$ cat src/rtl/serial_decomplement.sv
// Two's-complement to sign-magnitude converter, bit-serial LSB first (copy until first one, then invert).
// Define DECOMP_FAST_EN for a single-cycle parallel conversion (no SHIFT state, busy never asserted).
module serial_decomplement #(
  parameter int WIDTH = 16
) (
  input  logic             clk,
  input  logic             reset,
  input  logic             start,
  input  logic [WIDTH-1:0] iin,
  output logic             busy,
  output logic             done,
  output logic             sign,
  output logic [WIDTH-1:0] mag,
  output logic             min_neg
);

  localparam int CW = $clog2(WIDTH);
  localparam logic [WIDTH-1:0] MIN_VAL = {1'b1, {(WIDTH-1){1'b0}}};

  typedef enum logic [1:0] {IDLE, SHIFT, DONE} state_t;

  state_t state, state_nxt;
  logic   accept;
  logic   last;

  always_ff @(posedge clk or posedge reset) begin
    if (reset) state <= IDLE;
    else       state <= state_nxt;
  end

  always_comb begin
    state_nxt = state;
    accept    = 1'b0;
    case (state)
      IDLE, DONE: begin
        state_nxt = IDLE;
        if (start) begin
          accept = 1'b1;
`ifdef DECOMP_FAST_EN
          state_nxt = DONE;
`else
          state_nxt = SHIFT;
`endif
        end
      end
      SHIFT: if (last) state_nxt = DONE;
      default: state_nxt = IDLE;
    endcase
  end

  assign busy = (state == SHIFT);
  assign done = (state == DONE);

`ifdef DECOMP_FAST_EN
  assign last = 1'b0;

  always_ff @(posedge clk or posedge reset) begin
    if (reset) begin
      sign    <= 1'b0;
      mag     <= '0;
      min_neg <= 1'b0;
    end else if (accept) begin
      sign    <= iin[WIDTH-1];
      mag     <= iin[WIDTH-1] ? (~iin) + WIDTH'(1) : iin;
      min_neg <= (iin == MIN_VAL);
    end
  end
`else
  logic [WIDTH-1:0] shreg, acc, acc_nxt;
  logic [CW-1:0]    count;
  logic             neg, seen_one, bit_o;

  // Once the first one has passed, negative operands have every later bit inverted.
  assign bit_o   = (neg & seen_one) ? ~shreg[0] : shreg[0];
  assign acc_nxt = {bit_o, acc[WIDTH-1:1]};
  assign last    = (count == CW'(WIDTH-1));

  always_ff @(posedge clk or posedge reset) begin
    if (reset) begin
      shreg    <= '0;
      acc      <= '0;
      count    <= '0;
      neg      <= 1'b0;
      seen_one <= 1'b0;
      sign     <= 1'b0;
      mag      <= '0;
      min_neg  <= 1'b0;
    end else if (accept) begin
      shreg    <= iin;
      neg      <= iin[WIDTH-1];
      seen_one <= 1'b0;
      count    <= '0;
    end else if (state == SHIFT) begin
      shreg    <= shreg >> 1;
      acc      <= acc_nxt;
      seen_one <= seen_one | shreg[0];
      count    <= count + CW'(1);
      // Published outputs only move on the final shift so they hold through SHIFT.
      if (last) begin
        sign    <= neg;
        mag     <= acc_nxt;
        min_neg <= neg & (acc_nxt == MIN_VAL);
      end
    end
  end
`endif

endmodule
$ cat config.mk
export PLATFORM = sky130hd
export DESIGN_NAME = serial_decomplement
export DESIGN_NICKNAME = d
export VERILOG_FILES = /design/src/rtl/serial_decomplement.sv
export SDC_FILE = /design/constraint.sdc
export NUM_CORES = 1
export LEC_CHECK = 0
export ABC_AREA = 1
export BUFFER_PORTS_ARGS = -buffer_cell sky130_fd_sc_hd__clkbuf_2
export CAP_MARGIN = 0
export CORE_UTILIZATION = 60
export DETAILED_ROUTE_END_ITERATION = 10
export PLACE_DENSITY_LB_ADDON = 0.3
export SYNTH_ARGS = -nofsm -noshare
export SYNTH_HDL_FRONTEND = slang
export SYNTH_SLANG_ARGS = --single-unit
$ cat constraint.sdc
create_clock -name clk -period 2.7 [get_ports clk]
set_input_delay 0.54 -clock clk [delete_from_list [all_inputs] [get_ports clk]]
set_output_delay 0.54 -clock clk [all_outputs]
set_load 0.05 [all_outputs]
==> flow_metrics.tcl, run 1 <==
set metrics [dict create \
    fillers 330 \
    final_core_util_pct 71.2 \
    dieArea_um2 4480 \
    clock-sinks 57 \
    cts.clk_slew.worst_paths_ns 0.06 \
    place_hpwl_um 2710 \
    nets 309 \
    setup_tns_ns 0 \
    arrival_ns 1.28 \
    synthCells 249 \
    drive_above_1_share_pct 32.2 \
    ir_drop_mv 0.582 \
    crit_path_end_kind "output pin" \
    synth_top_area_share_pct 56.4 \
    max_freq_mhz 548 \
    syn-cell-area_um2 2530 \
    critPathBufInv 2 \
    grtUsageTotal_pct 22.6 \
    hold_violations 0 \
    initial_core_util_pct 62.8 \
    dieHeight_um 66.9 \
    vias 1738 \
    setup.worst_path.class "flip-flop to output pin" \
    cts_tree "built" \
    fp.coreArea_um2 4030 \
    rsz0062_at_grt "false" \
    ant_nets 0 \
    synth_area_leaders "dfrtp_1 (56%), nand2_1 (8.2%), inv_1 (5.2%)" \
    hold_path_class "primary input to asynchronous set/reset pin" \
    crit_slowest_cell "dfrtp_1" \
    grt_max_degree 51 \
    post-route-period-util_pct 67.6 \
    instances_no_fill 342 \
    leakagePower_nw 1.43 \
    grt-ovfl-total 0 \
    post_cts.repair.setup_buffers 0 \
    multi_input_area_um2 865 \
    root_buffer "clkbuf_8" \
    gp_congestion 0.799 \
    path_cells "inv_2, nor2_8, clkbuf_2" \
    holdBufCountCts 0 \
    skew_ns 0.00598 \
    period_minus_slack_ns 1.82 \
    drt_iter0_drc 113 \
    setup_viol 0 \
    yosysWarnings 0 \
    dp.cells 328 \
    drc_errors 0 \
    portBuffers 38 \
    outcome "finished clean" \
    cts_resized 0 \
    htreeDepth 3 \
    synth_cell_types 23 \
    max_stage_delay_ns 0.41 \
    diodes 0 \
    rows 23 \
    clockBufferDepth 2 \
    ys_ff_latch 57 \
    pin_count 39 \
    die_w_um 66.9 \
    first_pass_iters 4 \
    clk-insertion-delay-late_ns 0.32 \
    routed_wl_um 4050 \
    avgSynthCellArea_um2 10.2 \
    wl_per_cell_um 11.8 \
    area_delta_synth_final_pct 13.4 \
    synth_fp_nets 269 \
    grt_pass1_wl_um 7200 \
    yosysSeqAreaShare_pct 56.4 \
    path_delay_family "flip-flops" \
    power.density_nw_per_um2 1300 \
    maxSlewViolCount 0 \
    vias_per_cell 5.08 \
    synth_area_leader_cell "dfrtp_1" \
    register_area_um2 1430 \
    worst_slew_margin_rel_pct 64.4 \
    worst_pin_slew_ns 0.534 \
    drv_cap 0 \
    numCtsBuffers 9 \
    cp-start-kind "flip-flop" \
    antenna_found_initial 0 \
    crit_fanout 7 \
    first_global_vias 1721 \
    cp.required_ns 2.16 \
]
-- where the power goes --
| group | internal, W | switching [W] | total [W] |
|---|---|---|---|
| combinational | 0.000480 | 0.00116 | 0.00164 |
| sequential | 0.00123 | 0.000198 | 0.00143 |
| clock | 0.000374 | 0.000298 | 0.000673 |
| total | 0.00209 | 0.00165 | 0.00374 |
-- cell families (layout without fill, tap and decap cells) --
group | after synthesis | after routing | share of synthesized area, %
buf+inv | 48 | 91 | 9.45
compound gates | 53 | 53 | 16.8
fa+ha+maj | 1 | 1 | 0.494
simple gates | 89 | 89 | 16.5
flops | 57 | 57 | 56.4
xor+xnor | 1 | 1 | 0.346
-- area by class of cell --
class	instances	area share, %
Sequential cell	57	49.7
Multi-Input combinational cell	144	30.1
Timing Repair Buffer	39	7.33
Clock buffer	14	5.67
Inverter	38	4.97
Tap cell	50	2.18
-- flip-flops by register name, indices dropped and copies added (netlist names) --
| register | cells |
|---|---|
| sign | 1 |
| neg | 1 |
| mag | 16 |
| shreg | 16 |
| min_neg | 1 |
| acc | 15 |
| count | 4 |
| state | 2 |
| seen_one | 1 |
-- synthesized netlist by cell type, drive strengths merged --
cell type and number:
nand3 3, o21ai 35, o22ai 1, nor3 1
o221ai 15, nand2 72, xor2 1, a21oi 2
nor2 13, buf 9, ha 1, dfrtp 57
inv 38, clkbuf 1
-- cell usage in the layout, fill, tap and decap left out, drive strengths merged --
cell type  netlist  routed
nor2            13      13
inv             38      38
a21oi            2       2
xor2             1       1
nand2           72      72
nand3            3       3
dfrtp           57      57
o21ai           35      35
buf              9       1
nor3             1       1
o22ai            1       1
clkbuf           1      52
ha               1       1
o221ai          15      15
-- layer usage --
layer | up-vias | GRT usage (%) | routed length [µm]
met1 | 819 | 24.9 | 1850
met2 | 38 | 38.4 | 1950
li1 | 877 | - | -
met4 | 0 | 8.78 | 53
met5 | - | 0 | 0
met3 | 4 | 9.59 | 197
-- per-stage QoR --
stage          worst slack (ns)  hold slack (ns)  power (W)  area [µm²]
4_1_cts                   0.847            0.246    0.00378        2870
2_1_floorplan             0.760            0.453    0.00283        2530
5_1_grt                   0.803            0.259    0.00404        2870
3_3_place_gp               1.22            0.466    0.00305        2710
6_report                  0.875            0.240    0.00374        2870
3_5_place_dp               1.16            0.473    0.00310        2710
-- final timing paths --
path	slack, ns	cells after the start	from	to
worst max-delay path	0.88	3	state[0]$_DFFE_PP0P_	busy
worst min-delay path	0.24	2	reset	shreg[6]$_DFFE_PP0P_
min in group clk	0.42	3	iin[7]	shreg[7]$_DFFE_PP0P_
worst min register to register	0.48	2	acc[1]$_DFFE_PP0P_	acc[1]$_DFFE_PP0P_
max in group asynchronous	1.92	3	reset	mag[15]$_DFFE_PP0P_
worst max register to register	1.16	6	count[0]$_DFFE_PP0P_	mag[4]$_DFFE_PP0P_
(Power assumes the default switching activity.)
==> run 2, diff against run 1 <==
- CORE_UTILIZATION: 60 -> 56
- clock period: 2.7 -> 1.81 ns (I/O delays scaled with it)
==> flow_metrics.tcl, run 2 (synthesized netlist as in run 1, its figures left out) <==
set metrics [dict create \
    outcome "finished clean" \
    gp_congestion 0.753 \
    first_pass_iters 4 \
    dieArea_um2 4790 \
    crit_fanout 7 \
    worst_slew_margin_rel_pct 67.6 \
    setup.worst_path.class "flip-flop to output pin" \
    leakagePower_nw 1.43 \
    clockBufferDepth 2 \
    clock-sinks 57 \
    drt_iter0_drc 131 \
    grt_pass1_wl_um 7290 \
    holdBufCountCts 0 \
    place_hpwl_um 2640 \
    vias_per_cell 5.04 \
    setup_tns_ns 0 \
    ant_nets 0 \
    initial_core_util_pct 58.1 \
    worst_pin_slew_ns 0.486 \
    diodes 0 \
    area_delta_synth_final_pct 13.6 \
    placed_area_um2 2720 \
    fillers 365 \
    cts.clk_slew.worst_paths_ns 0.06 \
    timing.rr.start "count[0]$_DFFE_PP0P_" \
    root_buffer "clkbuf_8" \
    portBuffers 38 \
    nets 310 \
    final_cell_mix "dfrtp_1 (57), nand2_1 (55), clkbuf_2 (38)" \
    dieHeight_um 69.2 \
    post-route-period-util_pct 91.1 \
    rsz0062_at_grt "false" \
    pin_count 39 \
    first_global_vias 1631 \
    dp.cells 331 \
    arrival_ns 1.29 \
    grtUsageTotal_pct 19.7 \
    top_regs "mag: 16 flops, shreg: 16 flops, acc: 15 flops" \
    clk-insertion-delay-late_ns 0.33 \
    setup_viol 0 \
    hold_path_class "primary input to asynchronous set/reset pin" \
    worstSetupStartpoint "state[0]$_DFFE_PP0P_" \
    final_common_cell "dfrtp_1" \
    drc_errors 0 \
    vias 1743 \
    final_core_util_pct 66.0 \
    ir_drop_mv 0.859 \
    cp-start-kind "flip-flop" \
    die_w_um 69.2 \
    maxSlewViolCount 0 \
    antenna_found_initial 0 \
    power.density_nw_per_um2 1940 \
    cp.required_ns 1.45 \
    wl_per_cell_um 11.7 \
    routed_wl_um 4060 \
    grt-ovfl-total 0 \
    rrSetupSlack_ns 0.23 \
    hold_violations 0 \
    grt_max_degree 58 \
    instances_no_fill 346 \
    cts_resized 0 \
    cts_tree "built" \
    skew_ns 0.00498 \
    max_freq_mhz 606 \
    rows 24 \
    htreeDepth 3 \
    crit_path_end_kind "output pin" \
    stdcell_area_um2 2870 \
    drv_cap 0 \
    drive_above_1_share_pct 32.0 \
    period_minus_slack_ns 1.65 \
    fp.coreArea_um2 4350 \
    post_cts.repair.setup_buffers 0 \
    numCtsBuffers 9 \
]
-- run 2: cell count changes in the layout (fill, tap and decap cells not counted), sizes merged --
| cell | before | now |
|---|---|---|
| buf | 1 | 2 |
| clkbuf | 52 | 53 |
-- run 2: worst paths after layout --
kind / cells after the start / to
max in group asynchronous: 3 / mag[2]$_DFFE_PP0P_
worst max-delay path: 3 / busy
min in group clk: 3 / shreg[8]$_DFFE_PP0P_
worst min-delay path: 3 / shreg[3]$_DFFE_PP0P_
worst max register to register: 6 / mag[15]$_DFFE_PP0P_
worst min register to register: 2 / mag[13]$_DFFE_PP0P_
-- run 2: where the power goes --
| part | total [W] | switching, W | internal, W |
|---|---|---|---|
| combinational | 0.00246 | 0.00173 | 0.000728 |
| sequential | 0.00213 | 0.000294 | 0.00184 |
| clock | 0.000976 | 0.000447 | 0.000529 |
| total | 0.00557 | 0.00247 | 0.00310 |
-- run 2: per-stage QoR --
step	power (W)	hold WS [ns]	worst slack (ns)
2_1_floorplan	0.00423	0.453	0.0484
3_3_place_gp	0.00457	0.421	0.323
3_5_place_dp	0.00463	0.424	0.222
4_1_cts	0.00562	0.0673	0.138
5_1_grt	0.00596	0.0774	0.0952
6_report	0.00557	0.0539	0.160
-- run 2: per-layer routing --
metal	global-route usage, %	share of wire [%]
met1	25.1	47
met2	30.4	47
met5	0	0
met4	11.6	2.8
met3	4.94	3.4
-- run 2: layout make-up --
cell class / instances / area (µm²) / area share [%]
Timing Repair Buffer: 40 / 218 / 7.58
Multi-Input combinational cell: 144 / 865 / 30.1
Tap cell: 52 / 65.1 / 2.26
Clock buffer: 15 / 156 / 5.44
Sequential cell: 57 / 1430 / 49.7
Inverter: 38 / 143 / 4.97
-- run 2: critical path, cell delays in order, from the launching register on --
cell and delay (ns):
dfrtp_1 0.42, inv_2 0.10, nor2_8 0.14, clkbuf_2 0.30
==> run 3, diff against run 2 <==
- PLACE_DENSITY: not set -> 0.78
- PLACE_DENSITY_LB_ADDON: 0.3 -> not set
==> flow_metrics.tcl, run 3 (synthesized netlist as in run 1, its figures left out) <==
set metrics [dict create \
    outcome "finished clean" \
    drc_errors 0 \
    pwr-share-comb_pct 41.4 \
    maxSlewViolCount 0 \
    hold_path_class "primary input to asynchronous set/reset pin" \
    post_cts.repair.setup_buffers 0 \
    final_cell_mix "dfrtp_1 (57), nand2_1 (55), clkbuf_2 (38)" \
    diodes 0 \
    ant_nets 0 \
    pwr-share-seq_pct 36.0 \
    period_minus_slack_ns 1.67 \
    drive_above_1_share_pct 33.9 \
    area_delta_synth_final_pct 16.4 \
    place_hpwl_um 2730 \
    hold_violations 0 \
    drv_cap 0 \
    setup_tns_ns 0 \
    clk-insertion-delay-late_ns 0.34 \
    worst_pin_slew_ns 0.537 \
    clockBufferDepth 2 \
    max_stage_delay_ns 0.42 \
    p_int_w 0.00341 \
    leakagePower_nw 1.47 \
    pin_count 39 \
    gp_congestion 0.694 \
    crit_fanout 7 \
    initial_core_util_pct 58.1 \
    ir_drop_mv 1.04 \
    dieArea_um2 4790 \
    fp.coreArea_um2 4350 \
    root_buffer "clkbuf_8" \
    rows 24 \
    cp-start-kind "flip-flop" \
    holdBufCountCts 0 \
    vias 1754 \
    vias_per_cell 5.05 \
    die_w_um 69.2 \
    first_pass_iters 4 \
    routed_wl_um 4130 \
    max_freq_mhz 600 \
    wl_per_cell_um 11.9 \
    worst_slew_margin_rel_pct 64.2 \
    top_regs "mag: 16 flops, shreg: 16 flops, acc: 15 flops" \
    antenna_found_initial 0 \
    path_delay_family "flip-flops" \
    grtUsageTotal_pct 20.3 \
    grt_max_degree 35 \
    first_global_vias 1676 \
    switching_share_pct 42.5 \
    path_cells "inv_2, nor2_8, clkbuf_2" \
    cts_tree "built" \
    post-route-period-util_pct 92.0 \
    drt_iter0_drc 117 \
    cts_resized 0 \
    clkPwrFrac_pct 22.6 \
    setup_viol 0 \
    critPathBufInv 2 \
    grt_pass1_wl_um 7460 \
    crit_slowest_cell "dfrtp_1" \
    crit_path_end_kind "output pin" \
    placed_area_um2 2720 \
    rsz0062_at_grt "false" \
    skew_ns 0.00825 \
    pre_cts_ws_ns 0.275 \
    cts.clk_slew.worst_paths_ns 0.07 \
    arrival_ns 1.30 \
    power.density_nw_per_um2 2010 \
    post-route-worst-setup-slack_ns 0.144 \
    numCtsBuffers 9 \
    nets 310 \
    p_switching_w 0.00252 \
    clock-sinks 57 \
    rrSetupSlack_ns 0.26 \
    final_common_cell "dfrtp_1" \
    cp.required_ns 1.45 \
    htreeDepth 3 \
    grt-ovfl-total 0 \
    stdcell_area_um2 2950 \
    dieHeight_um 69.2 \
    portBuffers 38 \
    setup.worst_path.class "flip-flop to output pin" \
]
## run 3: area by class of cell
class                   count  area [µm²]
clock inverters             5        77.6
fillers                   350        1410
inverters                  38         143
well taps                  52        65.1
flip-flops and latches     57        1430
multi-input cells         144         865
repair buffers             40         218
clock buffers              11         151
## run 3: metal layers
layer	routed length, µm	track usage [%]	up-vias
met3	157	6.69	9
met4	111	11.6	0
met5	0	0	-
li1	-	-	884
met2	1950	30.7	39
met1	1920	25.8	822
## run 3: per-stage QoR
step                instances  hold slack [ns]  utilization [%]  total power, W
finish                    347           0.0469             67.6         0.00593
global placement          331            0.422             62.4         0.00457
floorplan                 249            0.453                -         0.00423
CTS                       347           0.0508             67.6         0.00599
global route              347           0.0721             67.6         0.00636
detailed placement        331            0.423             62.4         0.00464
## run 3: worst paths after layout
check | from | to | depth (start not counted)
max | state[0]$_DFFE_PP0P_ | busy | 3
min | reset | state[1]$_DFFE_PP0P_ | 2
max reg2reg | count[0]$_DFFE_PP0P_ | mag[15]$_DFFE_PP0P_ | 6
min reg2reg | min_neg$_DFFE_PP0P_ | min_neg$_DFFE_PP0P_ | 2
max in group asynchronous | reset | mag[12]$_DFFE_PP0P_ | 3
min in group clk | iin[6] | shreg[6]$_DFFE_PP0P_ | 3
## run 3: power groups by stage
stage / clock network [W] / logic, W / registers, W
detailed placement: 0 / 0.00248 / 0.00216
global placement: 0 / 0.00243 / 0.00214
CTS: 0.00137 / 0.00248 / 0.00214
global route: 0.00143 / 0.00272 / 0.00221
finish: 0.00134 / 0.00245 / 0.00214
floorplan: 0 / 0.00151 / 0.00271
